`config.mk`:
```
export PLATFORM = sky130hd
export DESIGN_NAME = util_timestamp_insert_flat
export DESIGN_NICKNAME = d
export VERILOG_FILES = /design/src/rtl/util_timestamp_insert_if.sv /design/src/rtl/util_timestamp_insert.sv /design/src/flat_wrapper.sv
export SDC_FILE = /design/constraint.sdc
export NUM_CORES = 1
export LEC_CHECK = 0
export CORE_AREA = 2 2 135 137
export CTS_CLUSTER_DIAMETER = 50
export DETAILED_ROUTE_END_ITERATION = 8
export DIE_AREA = 0 0 137 139
export DONT_BUFFER_PORTS = 1
export GPL_TIMING_DRIVEN = 0
export PLACE_DENSITY = 0.88
export SETUP_SLACK_MARGIN = 0.4
export SLEW_MARGIN = 5
export SYNTH_ARGS = -nofsm -noshare
export SYNTH_HDL_FRONTEND = slang
export SYNTH_SLANG_ARGS = --single-unit
```
`constraint.sdc`:
```
create_clock -name dma_clk -period 9.04 [get_ports dma_clk]
set_input_delay 1.356 -clock dma_clk [delete_from_list [all_inputs] [get_ports dma_clk]]
set_output_delay 1.356 -clock dma_clk [all_outputs]
set_load 0.005 [all_outputs]
```
`src/rtl/util_timestamp_insert_if.sv`:
```
// Stream bundle shared by the sample input and the framed output of util_timestamp_insert.
// Carries valid/ready/data plus the transfer-active qualifier (xfer_req).
// master drives valid/data/xfer_req and samples ready; slave is the mirror image.
interface util_timestamp_insert_if #(
    parameter int DATA_WIDTH = 64
);
    logic                  valid;
    logic                  ready;
    logic                  xfer_req;
    logic [DATA_WIDTH-1:0] data;

    modport master (output valid, output data, output xfer_req, input ready);
    modport slave  (input valid, input data, input xfer_req, output ready);
endinterface

```
`src/rtl/util_timestamp_insert.sv`:
```
// Purpose: frames a plain sample-block stream as one timestamp word followed by timestamp_every blocks.
// Latency: blocks pass through combinationally (0 cycles); the timestamp word comes from a register.
// Backpressure: m_axis.ready goes straight back to s_axis.ready for blocks; input is held off while a timestamp word is offered.
//
// Ports:
//   dma_clk, reset      clock and asynchronous active-high reset
//   start_timestamp     first frame timestamp, captured on the xfer_req rising edge
//   timestamp_every     blocks per frame, captured on the xfer_req rising edge (0 = plain passthrough)
//   s_axis (slave)      sample blocks in, plus xfer_req
//   m_axis (master)     timestamp words and sample blocks out; xfer_req mirrors s_axis
//   frame_count         timestamp words accepted downstream since the last xfer_req rise (saturating)
module util_timestamp_insert #(
    parameter int DATA_WIDTH          = 64,
    parameter int SAMPLES_PER_CHANNEL = 1,
    parameter int TS_WIDTH            = 64
) (
    input  logic                          dma_clk,
    input  logic                          reset,
    input  logic [63:0]                   start_timestamp,
    input  logic [31:0]                   timestamp_every,
    util_timestamp_insert_if.slave        s_axis,
    util_timestamp_insert_if.master       m_axis,
    output logic [31:0]                   frame_count
);

    typedef enum logic [1:0] {
        ST_IDLE = 2'd0,
        ST_PASS = 2'd1,
        ST_TS   = 2'd2,
        ST_DATA = 2'd3
    } state_t;

    state_t                state_q, state_d;
    logic                  xfer_q, xfer_d;
    logic [31:0]           every_q, every_d;
    logic [TS_WIDTH-1:0]   step_q, step_d;
    logic [TS_WIDTH-1:0]   ts_next_q, ts_next_d;
    logic [31:0]           blk_cnt_q, blk_cnt_d;
    logic [31:0]           frame_count_q, frame_count_d;

    logic                  xfer_rise;
    logic [63:0]           step_full;
    logic                  m_valid;
    logic                  s_ready;
    logic [DATA_WIDTH-1:0] m_data;

    always_comb begin
        state_d       = state_q;
        xfer_d        = s_axis.xfer_req;
        every_d       = every_q;
        step_d        = step_q;
        ts_next_d     = ts_next_q;
        blk_cnt_d     = blk_cnt_q;
        frame_count_d = frame_count_q;
        m_valid       = 1'b0;
        s_ready       = 1'b0;
        m_data        = '0;

        xfer_rise = s_axis.xfer_req && !xfer_q;
        // Frame step is fixed for the whole transfer, so it is multiplied once at capture.
        step_full = 64'(timestamp_every) * 64'(SAMPLES_PER_CHANNEL);

        case (state_q)
            ST_IDLE: begin
                if (xfer_rise) begin
                    every_d       = timestamp_every;
                    step_d        = step_full[TS_WIDTH-1:0];
                    ts_next_d     = start_timestamp[TS_WIDTH-1:0];
                    blk_cnt_d     = '0;
                    frame_count_d = '0;
                    state_d       = (timestamp_every == 32'd0) ? ST_PASS : ST_TS;
                end
            end
            ST_PASS: begin
                m_valid = s_axis.valid;
                s_ready = m_axis.ready;
                m_data  = s_axis.data;
            end
            ST_TS: begin
                m_valid = 1'b1;
                m_data  = DATA_WIDTH'(ts_next_q);
                if (m_axis.ready) begin
                    ts_next_d     = ts_next_q + step_q;
                    blk_cnt_d     = '0;
                    frame_count_d = (frame_count_q != '1) ? frame_count_q + 32'd1 : frame_count_q;
                    state_d       = ST_DATA;
                end
            end
            ST_DATA: begin
                m_valid = s_axis.valid;
                s_ready = m_axis.ready;
                m_data  = s_axis.data;
                if (s_axis.valid && m_axis.ready) begin
                    if (blk_cnt_q == every_q - 32'd1) begin
                        state_d = ST_TS;
                    end else begin
                        blk_cnt_d = blk_cnt_q + 32'd1;
                    end
                end
            end
            default: state_d = ST_IDLE;
        endcase

        // Losing xfer_req abandons whatever frame is in flight; downstream resets on it too.
        if (state_q != ST_IDLE && !s_axis.xfer_req) begin
            state_d = ST_IDLE;
        end
    end

    always_ff @(posedge dma_clk or posedge reset) begin
        if (reset) begin
            state_q       <= ST_IDLE;
            xfer_q        <= 1'b0;
            every_q       <= '0;
            step_q        <= '0;
            ts_next_q     <= '0;
            blk_cnt_q     <= '0;
            frame_count_q <= '0;
        end else begin
            state_q       <= state_d;
            xfer_q        <= xfer_d;
            every_q       <= every_d;
            step_q        <= step_d;
            ts_next_q     <= ts_next_d;
            blk_cnt_q     <= blk_cnt_d;
            frame_count_q <= frame_count_d;
        end
    end

    assign m_axis.valid    = m_valid;
    assign m_axis.data     = m_data;
    assign m_axis.xfer_req = s_axis.xfer_req;
    assign s_axis.ready    = s_ready;
    assign frame_count     = frame_count_q;

endmodule
```
`src/flat_wrapper.sv`:
```
// flat-port wrapper written by rule: the top's interface ports become plain ports
module util_timestamp_insert_flat 
#(
    parameter int DATA_WIDTH          = 64,
    parameter int SAMPLES_PER_CHANNEL = 1,
    parameter int TS_WIDTH            = 64
)
  (dma_clk, reset, start_timestamp, timestamp_every, frame_count, s_axis_valid, s_axis_data, s_axis_xfer_req, s_axis_ready, m_axis_valid, m_axis_data, m_axis_xfer_req, m_axis_ready);
  util_timestamp_insert_if #(.DATA_WIDTH(DATA_WIDTH)) s_axis_i ();
  util_timestamp_insert_if #(.DATA_WIDTH(DATA_WIDTH)) m_axis_i ();
  input  logic dma_clk;
  input  logic reset;
  input  logic [63:0] start_timestamp;
  input  logic [31:0] timestamp_every;
  output logic [31:0] frame_count;
  input wire logic [$bits(s_axis_i.valid)-1:0] s_axis_valid;
  input wire logic [$bits(s_axis_i.data)-1:0] s_axis_data;
  input wire logic [$bits(s_axis_i.xfer_req)-1:0] s_axis_xfer_req;
  output wire logic [$bits(s_axis_i.ready)-1:0] s_axis_ready;
  output wire logic [$bits(m_axis_i.valid)-1:0] m_axis_valid;
  output wire logic [$bits(m_axis_i.data)-1:0] m_axis_data;
  output wire logic [$bits(m_axis_i.xfer_req)-1:0] m_axis_xfer_req;
  input wire logic [$bits(m_axis_i.ready)-1:0] m_axis_ready;
  assign s_axis_i.valid = s_axis_valid;
  assign s_axis_i.data = s_axis_data;
  assign s_axis_i.xfer_req = s_axis_xfer_req;
  assign s_axis_ready = s_axis_i.ready;
  assign m_axis_valid = m_axis_i.valid;
  assign m_axis_data = m_axis_i.data;
  assign m_axis_xfer_req = m_axis_i.xfer_req;
  assign m_axis_i.ready = m_axis_ready;
  util_timestamp_insert #(.DATA_WIDTH(DATA_WIDTH), .SAMPLES_PER_CHANNEL(SAMPLES_PER_CHANNEL), .TS_WIDTH(TS_WIDTH)) u_core (.dma_clk(dma_clk), .reset(reset), .start_timestamp(start_timestamp), .timestamp_every(timestamp_every), .s_axis(s_axis_i), .m_axis(m_axis_i), .frame_count(frame_count));
endmodule
```
======== Yosys cells after proc, flatten, opt, wreduce, memory -nomap -nowiden ========
Index checks and enable logic that the tools add are counted.
storage, ports and cells
  output and inout port bits .............. 99
  ROM bits ................................ 0
  bits in registers ....................... 163
  logic and storage cells ................. 62
  RAM bits ................................ 0
  input port bits ......................... 165
  memories ................................ 0
  bits in latches ......................... 0
operators by class
  shifts and indexed selects .............. 0
  $lt $le $gt $ge ......................... 0
  bitwise logic cells ..................... 0
  $add $sub $neg .......................... 4
  equal/unequal tests ..................... 14
  reduce and logical (&&, ||, !) cells .... 17
  multipliers ............................. 0
  div/mod/pow operators ................... 0
  mux-type cells .......................... 21
operator list
  cell                     count
  $pmux W64 S2             2
  $mux W32                 6
  $mux W64                 2
  $pmux W32 S3             1
  $add A32 B1 Y32 const B  2
  $add A64 B32 Y64         1
  $pmux W32 S2             1
  $eq A32 B32 Y1           1
  $logic_not A32 Y1        1
  $ne A32 B32 Y1 const B   1
  $sub A32 B1 Y32 const B  1
  $mux W2                  6
  $reduce_and A5 Y1        2
  $ne A3 B1 Y1 const B     3
  $ne A2 B1 Y1 const B     3
  $pmux W2 S3              1
  $eq A2 B2 Y1 const B     2
  $ne A2 B2 Y1 const B     2
  $reduce_and A4 Y1        1
  $reduce_bool A2 Y1       2
  $reduce_bool A4 Y1       1
  $logic_and A1 B1 Y1      3
  $ne A3 B2 Y1 const B     1
  $reduce_and A3 Y1        1
  8 further kinds          9

======== Logic depth before layout (Yosys ltp) ========
Gate-level depths: netlist (run 1).
  word-level depth ........................ 6
  depth in mapped cells ................... 14
  gate-level depth less buffers ........... 12

======== Worst setup path after synthesis (run 1) ========
No wires, ideal clock.
  path type ............................... input port to flip-flop
  from .................................... in s_axis_xfer_req
  to ...................................... reg u_core.blk_cnt_q[8]
  stages on the path ...................... 6
  arrival time ............................ 3.342 ns
  setup slack ............................. 5.564 ns
  cells stage by stage .................... or3b_2 -> a21oi_1 -> clkbuf_1 -> clkbuf_8 -> dlygate4sd3_1 -> nor2_1
on the way
  longest elaborated chain between the ends .. 3
RTL lines
  what                         line                          text
  from (decl)                  flat_wrapper.sv:18            input wire logic [$bits(s_axis_i.xfer_req)-1:0] s_axis_xfer_req;
  $logic_and A1 B1 Y1          util_timestamp_insert.sv:59   xfer_rise = s_axis.xfer_req && !xfer_q;
  $ne A2 B1 Y1 (no line)       --
  $reduce_and A5 Y1 (no line)  --
  to (signal assigned)         util_timestamp_insert.sv:125  blk_cnt_q <= blk_cnt_d;
  to (decl)                    util_timestamp_insert.sv:38   logic [31:0] blk_cnt_q, blk_cnt_d;
No other way between the ends.
A chain may end at the register's enable or synchronous reset.

======== Worst setup path in the final report (run 1) ========
  from .................................... reg u_core.state_q[0]
  to ...................................... out m_axis_data[35]
on the way
  longest elaborated chain between the ends .. 3
RTL lines
  what                                          line                          text
  from (decl)                                   util_timestamp_insert.sv:33   state_t state_q, state_d;
  from (signal assigned)                        util_timestamp_insert.sv:120  state_q <= state_d;
  $eq A2 B1 Y1 or $eq A2 B2 Y1 (tied branches)  util_timestamp_insert.sv:63   case (state_q)
  $reduce_or A2 Y1 (no line)                    --
  $pmux W64 S2 *                                util_timestamp_insert.sv:63
  to (decl)                                     flat_wrapper.sv:21            output wire logic [$bits(m_axis_i.data)-1:0] m_axis_data;
Mark *: on every way between the ends. The rest lies on a longest branch, timed or not.

==> summary.md, run 1 <==
| Metric | Value |
|---|---|
| Status | completed |
| Synthesized area per cell | 7.73 µm² |
| Worst hold path class | flip-flop to flip-flop |
| Slew margin rel. | 0.0976 |
| Largest fanout on the critical path | 10 |
| Vias in the first global route | 12,252 |
| Core Util, Final | 0.743 |
| IO buf count | 0 |
| Grt peak-use layer | met2 |
| Worst r2r dst | u_core.blk_cnt_q[2] |
| Lkg Pwr | 5.44 nW |
| Synthesized instance count | 1,576 |
| Peak supply drop | 0.000185 V |
| HPWL after DPL | 33,300 µm |
| Met2 Resource Use GR | 0.715 |
| Seq/Total Area, Yosys | 0.335 |
| Slew Limit Fails | 0 |
| Largest net degree at the start of global routing | 106 |
| Width of the die | 137 µm |
| Number of detailed-route iterations in the first pass | 6 |
| Max Fclk | 0.206 GHz |
| Avg Vias per Cell | 7.11 |
| WHS Path Cells | 2 |
| Commonest non-fill, non-tap cell in the layout | nand2_1 |
| GR Util met3 | 0.189 |
| Setup-failing EPs final | 0 |
| Initial antenna violation count | 4 |
| Clock Skew | 0.0220 ns |
| Vias | 13,074 |
| Fin. Hold Viols | 0 |
| DR WL/cell | 24.7 µm |
| CTS Sinks | 163 |
| Grt ovf | 0 |
| Die area | 19,000 µm² |
| Filler cells | 1,310 |
| CTS Buffer Depth | 2 |
| Min Tclk post-route | 4.85 ns |
| Asr flop ratio synth | 1.00 |
| Cell Pwr Density | 235 nW/µm² |
| 1st-iter DRT viols | 1,594 |
| DRT Wirelength | 45,400 µm |
| Residual DRC count | 0 |
| Hold Path Origin | u_core.ts_next_q[2] |
| Most frequent cells in the layout | nand2_1 (327), dfrtp_1 (163), o21ai_0 (125) |
| Clk root buf | clkbuf_16 |
| Max cap viols | 0 |
| CTS H-tree lvls | 4 |
| Share of cells above drive strength 1 | 0.0622 |
| Post-CTS Hold Buffers | 0 |
| Final Wtd Congestion | 1.01 |
| Number of synthesized flops with an enable pin | 0 |
| Setup bufs post-CTS | 0 |
| Final Cycle Share | 0.537 |
| Worst reg2reg path startpoint | u_core.every_q[1] |
| CP endpoint kind | output pin |
| Final nets | 1,797 |
| CP startpoint kind | flip-flop |
| CTS tree | yes |
| Worst Path Arrival | 3.49 ns |
| Setup TNS Final | 0 ns |
| Antenna Nets Post-Route | 0 |
| Die height | 139 µm |
| Grt met1 use | 0.579 |
| Post-CTS sizing | 0 |
| Global-route wire length before repair | 69,000 µm |
| CTS buffer count | 17 |
| Layout overhead on the synthesized area | 7.69% |
| Slew of the pin with the lowest slew margin | 1.34 ns |
| R2R depth | 14 |
| RSZ-0062 raised after global routing | false |
| Worst hold slack | 0.535 ns |
| R2r setup slk | 4.90 ns |
| Ys Warns | 0 |
| Placeable Area | 17,700 µm² |
| Required @ worst endpoint | 7.68 ns |
| Post-synth cell types | 85 |
| Initial Utilization | 0.690 |
| Post-synth net total | 1,777 |
| Post-synth top flop | dfrtp_1 |
| Crit Path Class | flip-flop to output pin |
| FF+latch count, synth | 163 |
| I/O pin count | 264 |
| Clock-pin slew on the worst setup and hold paths | 0.07 ns |
| Worst hold endpoint | u_core.ts_next_q[2] |
| Mapped Area | 12,200 µm² |
| Clk Latency, worst-skew pair | 0.46 ns |
| Standard-cell rows | 49 |
| GRT Resource Usage Total | 0.477 |
[flip-flops by register name, summed over array words and instances, names as in the netlist]
register and count:
u_core.state_q 2, u_core.frame_count 32, u_core.blk_cnt_q 32, u_core.ts_next_q 64
u_core.every_q 32, u_core.xfer_q 1
[layout make-up]
class | instances | area, µm² | area share
antenna | 2 | 5.00 | 0.000381
buffer | 88 | 432 | 0.0329
clock buffer | 17 | 425 | 0.0324
clock inverter | 15 | 185 | 0.0141
inverter | 26 | 105 | 0.00801
multi-input combinational | 1299 | 7570 | 0.577
sequential | 163 | 4080 | 0.311
tap | 229 | 287 | 0.0218
timing repair buffer | 1 | 27.5 | 0.00210
[worst max path at each step]
stage / start / end / slack, ns / cells past startpoint
6_report: u_core.state_q[0] / m_axis_data[35] / 4.19 / 5
5_1_grt: u_core.state_q[0] / m_axis_valid / 4.20 / 5
4_1_cts: u_core.state_q[0] / m_axis_valid / 4.49 / 5
3_5_place_dp: s_axis_xfer_req / u_core.blk_cnt_q[16] / 4.75 / 6
3_3_place_gp: reset / u_core.ts_next_q[10] / 1.48 / 1
2_1_floorplan: reset / u_core.blk_cnt_q[0] / 3.28 / 1
[metal layers]
metal / vias up / wire (µm)
li1: 5716 / -
met1: 6083 / 15800
met2: 1043 / 20000
met3: 228 / 6630
met4: 4 / 3030
met5: - / 23
[cell families (layout without fill, tap and decap cells)]
| logic type | Yosys count | after routing | share of synthesized area |
|---|---|---|---|
| other | 0 | 2 | 0 |
| adder cells (fa/ha/maj) | 36 | 36 | 0.0376 |
| AO/OA/AOI/OAI | 400 | 400 | 0.210 |
| buffers and inverters | 114 | 147 | 0.0434 |
| XOR/XNOR | 90 | 90 | 0.0647 |
| AND/OR/NAND/NOR | 768 | 768 | 0.306 |
| multiplexers | 5 | 5 | 0.00421 |
| flip-flops | 163 | 163 | 0.335 |
[critical path, cell delays in order, from the launching register on]
cell and delay [ns]:
dfrtp_1 0.42, clkbuf_1 0.61, clkbuf_1 0.88, buf_1 0.78, nand2_1 0.19, nand2_1 0.14
[synth_stat cells, drive strengths merged (6+ instances only)]
library cell  number  area (µm²)
nand2            327        1230
dfrtp            163        4080
o21ai            133         696
nor2             118         443
a21oi            102         526
nand3             63         315
clkbuf            59         231
nor3              49         245
xnor2             47         412
xor2              43         377
nand4             39         244
ha                35         438
or3               30         195
buf               28         190
nor4              27         205
inv               26        97.6
and3              22         138
a21o              21         158
a31oi             19         119
or4               19         155
o211ai            17         128
a211oi            14         105
nor2b             14        87.6
o21a              14         105
a22o              11        96.3
nand2b            11        68.8
or2               11        68.8
a311oi            10        87.6
o31ai              9        67.6
and2               8        50.1
and4               6        52.6
[stage by stage]
stage          instance area (µm²)  power [W]  std cells  worst slack [ns]
2_1_floorplan                12200    0.00192       1576              3.28
3_5_place_dp                 12500    0.00228       1806              4.75
3_3_place_gp                 12500    0.00225       1805              1.48
4_1_cts                      13100    0.00302       1838              4.49
6_report                     13100    0.00308       1840              4.19
5_1_grt                      13100    0.00324       1839              4.20
[report_power, final]
part           internal (W)  switching (W)  total, W
Combinational      0.000475       0.000798   0.00127
Clock              0.000376       0.000378  0.000753
Sequential         0.000852       0.000204   0.00106
No activity file was read; power rests on OpenSTA's default activity.
==> run 2, diff against run 1 <==
- CORE_AREA: 2 2 135 137 -> 2 2 147 149
- DIE_AREA: 0 0 137 139 -> 0 0 149 151
- PLACE_DENSITY: 0.88 -> 0.79
- clock period: 9.04 -> 4.2 ns (I/O delays scaled with it)
==> run 2 against run 1 <==
Cell area up 1.7%. Flip-flop and latch count unchanged. Register-to-register slack worse by 4.4 ns. First-iteration DRC count down 24%. Critical path depth up 6. Global-route usage down 8.5 points. Hold slack worse by 0.46 ns. Critical path type is now flip-flop to flip-flop.
==> summary.md, run 2 (synthesis results as in run 1) <==
| Metric | Value |
|---|---|
| DR WL/cell | 23.5 µm (-4.7%) |
| Final nets | 1,802 (+0.28%) |
| Status | completed |
| Vias in the first global route | 11,860 (-3.2%) |
| IO buf count | 0 (unchanged) |
| DRT Wirelength | 44,500 µm (-2.1%) |
| Max Fclk | 0.270 GHz |
| Number of detailed-route iterations in the first pass | 6 (unchanged) |
| Core Util, Final | 0.641 (-0.102) |
| Most frequent cells in the layout | nand2_1 (327), dfrtp_1 (161), o21ai_0 (122) |
| Non-filler cells, final | 1,890 (+2.7%) |
| Required @ worst endpoint | 4.51 ns (-3.17 ns) |
| Slew of the pin with the lowest slew margin | 0.988 ns (-0.351 ns) |
| Clk Latency, worst-skew pair | 0.45 ns (about the same) |
| CTS tree | yes |
| Fin. Hold Viols | 0 (unchanged) |
| Post-CTS Hold Buffers | 0 (unchanged) |
| Layout overhead on the synthesized area | 9.54% |
| GRT Resource Usage Total | 0.392 (-0.0848) |
| Clock Skew | 0.0140 ns (-0.00803 ns) |
| CTS buffer count | 17 (unchanged) |
| Worst hold path class | primary input to asynchronous set/reset pin |
| Antenna Nets Post-Route | 0 (unchanged) |
| Slew margin rel. | 0.341 (+0.244) |
| Vias | 12,805 (-2.1%) |
| Standard-cell rows | 53 (+8.2%) |
| CTS Sinks | 163 (unchanged) |
| Initial antenna violation count | 1 (-3) |
| Final Cycle Share | 0.883 |
| CP endpoint kind | flip-flop |
| Worst reg2reg path startpoint | u_core.every_q[4] |
| Largest net degree at the start of global routing | 41 (-61%) |
| RSZ-0062 raised after global routing | true |
| Placeable Area | 20,800 µm² (+18%) |
| Worst setup path start | u_core.every_q[4] |
| Grt ovf | 0 (unchanged) |
| Commonest non-fill, non-tap cell in the layout | nand2_1 |
| Slew Limit Fails | 0 (unchanged) |
| Setup TNS Final | 0 ns (unchanged) |
| Max reg flops | 64 (unchanged) |
| Crit Path Class | flip-flop to flip-flop |
| I/O pin count | 264 (unchanged) |
| Filler cells | 1,896 (+45%) |
| Cell Pwr Density | 499 nW/µm² (+110%) |
| Avg Vias per Cell | 6.78 (-4.6%) |
| Max cap viols | 0 (unchanged) |
| Die height | 151 µm (+8.6%) |
| HPWL after DPL | 33,800 µm (+1.7%) |
| Residual DRC count | 0 (unchanged) |
| Peak supply drop | 0.000337 V (+82%) |
| Register Area | 4080 µm² (about the same) |
| CTS H-tree lvls | 4 (unchanged) |
| Largest fanout on the critical path | 7 (-3) |
| Width of the die | 149 µm (+8.8%) |
| Share of cells above drive strength 1 | 0.0768 (+0.0147) |
| CTS Buffer Depth | 2 (unchanged) |
| 1st-iter DRT viols | 1,219 (-24%) |
| Min Tclk post-route | 3.71 ns |
| Setup-failing EPs final | 0 (unchanged) |
| Die area | 22,500 µm² (+18%) |
| Clock-pin slew on the worst setup and hold paths | 0.09 ns (+0.02 ns) |
| Multi-input combinational cell area | 7650 µm² (+1.1%) |
| Most flops, register | u_core.ts_next_q |
| Clk root buf | clkbuf_16 |
| CP startpoint kind | flip-flop |
| Worst Path Arrival | 4.02 ns (+0.53 ns) |
| Final Wtd Congestion | 0.993 (-2.0%) |
| Lkg Pwr | 5.49 nW (+1.1%) |
| Initial Utilization | 0.585 (-0.105) |
| Global-route wire length before repair | 67,400 µm (-2.3%) |
| Cell count after placement | 1,855 (+2.7%) |
==> run 2: power by group <==
group          total [W]  internal, W  switching (W)
clock network    0.00166     0.000821       0.000842
logic            0.00273      0.00104        0.00169
registers        0.00227      0.00184       0.000430
==> run 2: critical path, stage by stage, from the launching register on <==
cell	delay, ns
dfrtp_1	0.41
buf_2	0.17
nor3_1	0.59
and4_1	0.34
a211o_1	0.13
nand2_1	0.05
or4_1	0.54
or4_1	0.54
buf_6	0.17
or3_2	0.46
nand3_1	0.09
o21ai_0	0.08
==> run 2: through the flow <==
step	setup slack (ns)	instance area [µm²]	hold slack (ns)	power (W)
after global placement	0.307	12500	0.501	0.00483
after CTS	0.402	13300	0.0860	0.00655
after floorplan	0.745	12200	0.478	0.00414
after global routing	0.368	13300	0.108	0.00702
after detailed placement	0.272	12600	0.512	0.00488
final	0.493	13300	0.0772	0.00666
==> run 2: repair_timing <==
action / CTS / global route
gates resized for setup: 4 / 27
setup buffers: 1 / 1
pin swaps: 1 / 2
setup endpoints to repair: 25 / 66
==> run 2: worst paths after layout <==
path	cells past startpoint	slack, ns	end
max	11	0.49	u_core.state_q[0]
min	1	0.08	u_core.frame_count[13]
max reg2reg	11	0.49	u_core.state_q[0]
min reg2reg	2	0.53	u_core.ts_next_q[8]
max in group asynchronous	3	3.30	u_core.every_q[0]
min in group dma_clk	0	0.21	u_core.xfer_q
==> run 2: cell type report <==
| class | count | share of cell area |
|---|---|---|
| well taps | 275 | 0.0258 |
| repair buffers | 6 | 0.00713 |
| plain buffers | 88 | 0.0331 |
| clock inverters | 15 | 0.0149 |
| multi-input cells | 1299 | 0.574 |
| diodes | 1 | 0.000188 |
| inverters | 26 | 0.00759 |
| flip-flops and latches | 163 | 0.306 |
| clock buffers | 17 | 0.0319 |
==> run 2: routing by layer <==
metal | GRT usage | vias to the layer above | wire length, µm
li1 | - | 5738 | -
met1 | 0.479 | 6079 | 16700
met2 | 0.618 | 820 | 19900
met3 | 0.136 | 168 | 5520
met4 | 0.197 | 0 | 2360
met5 | 0 | - | 0
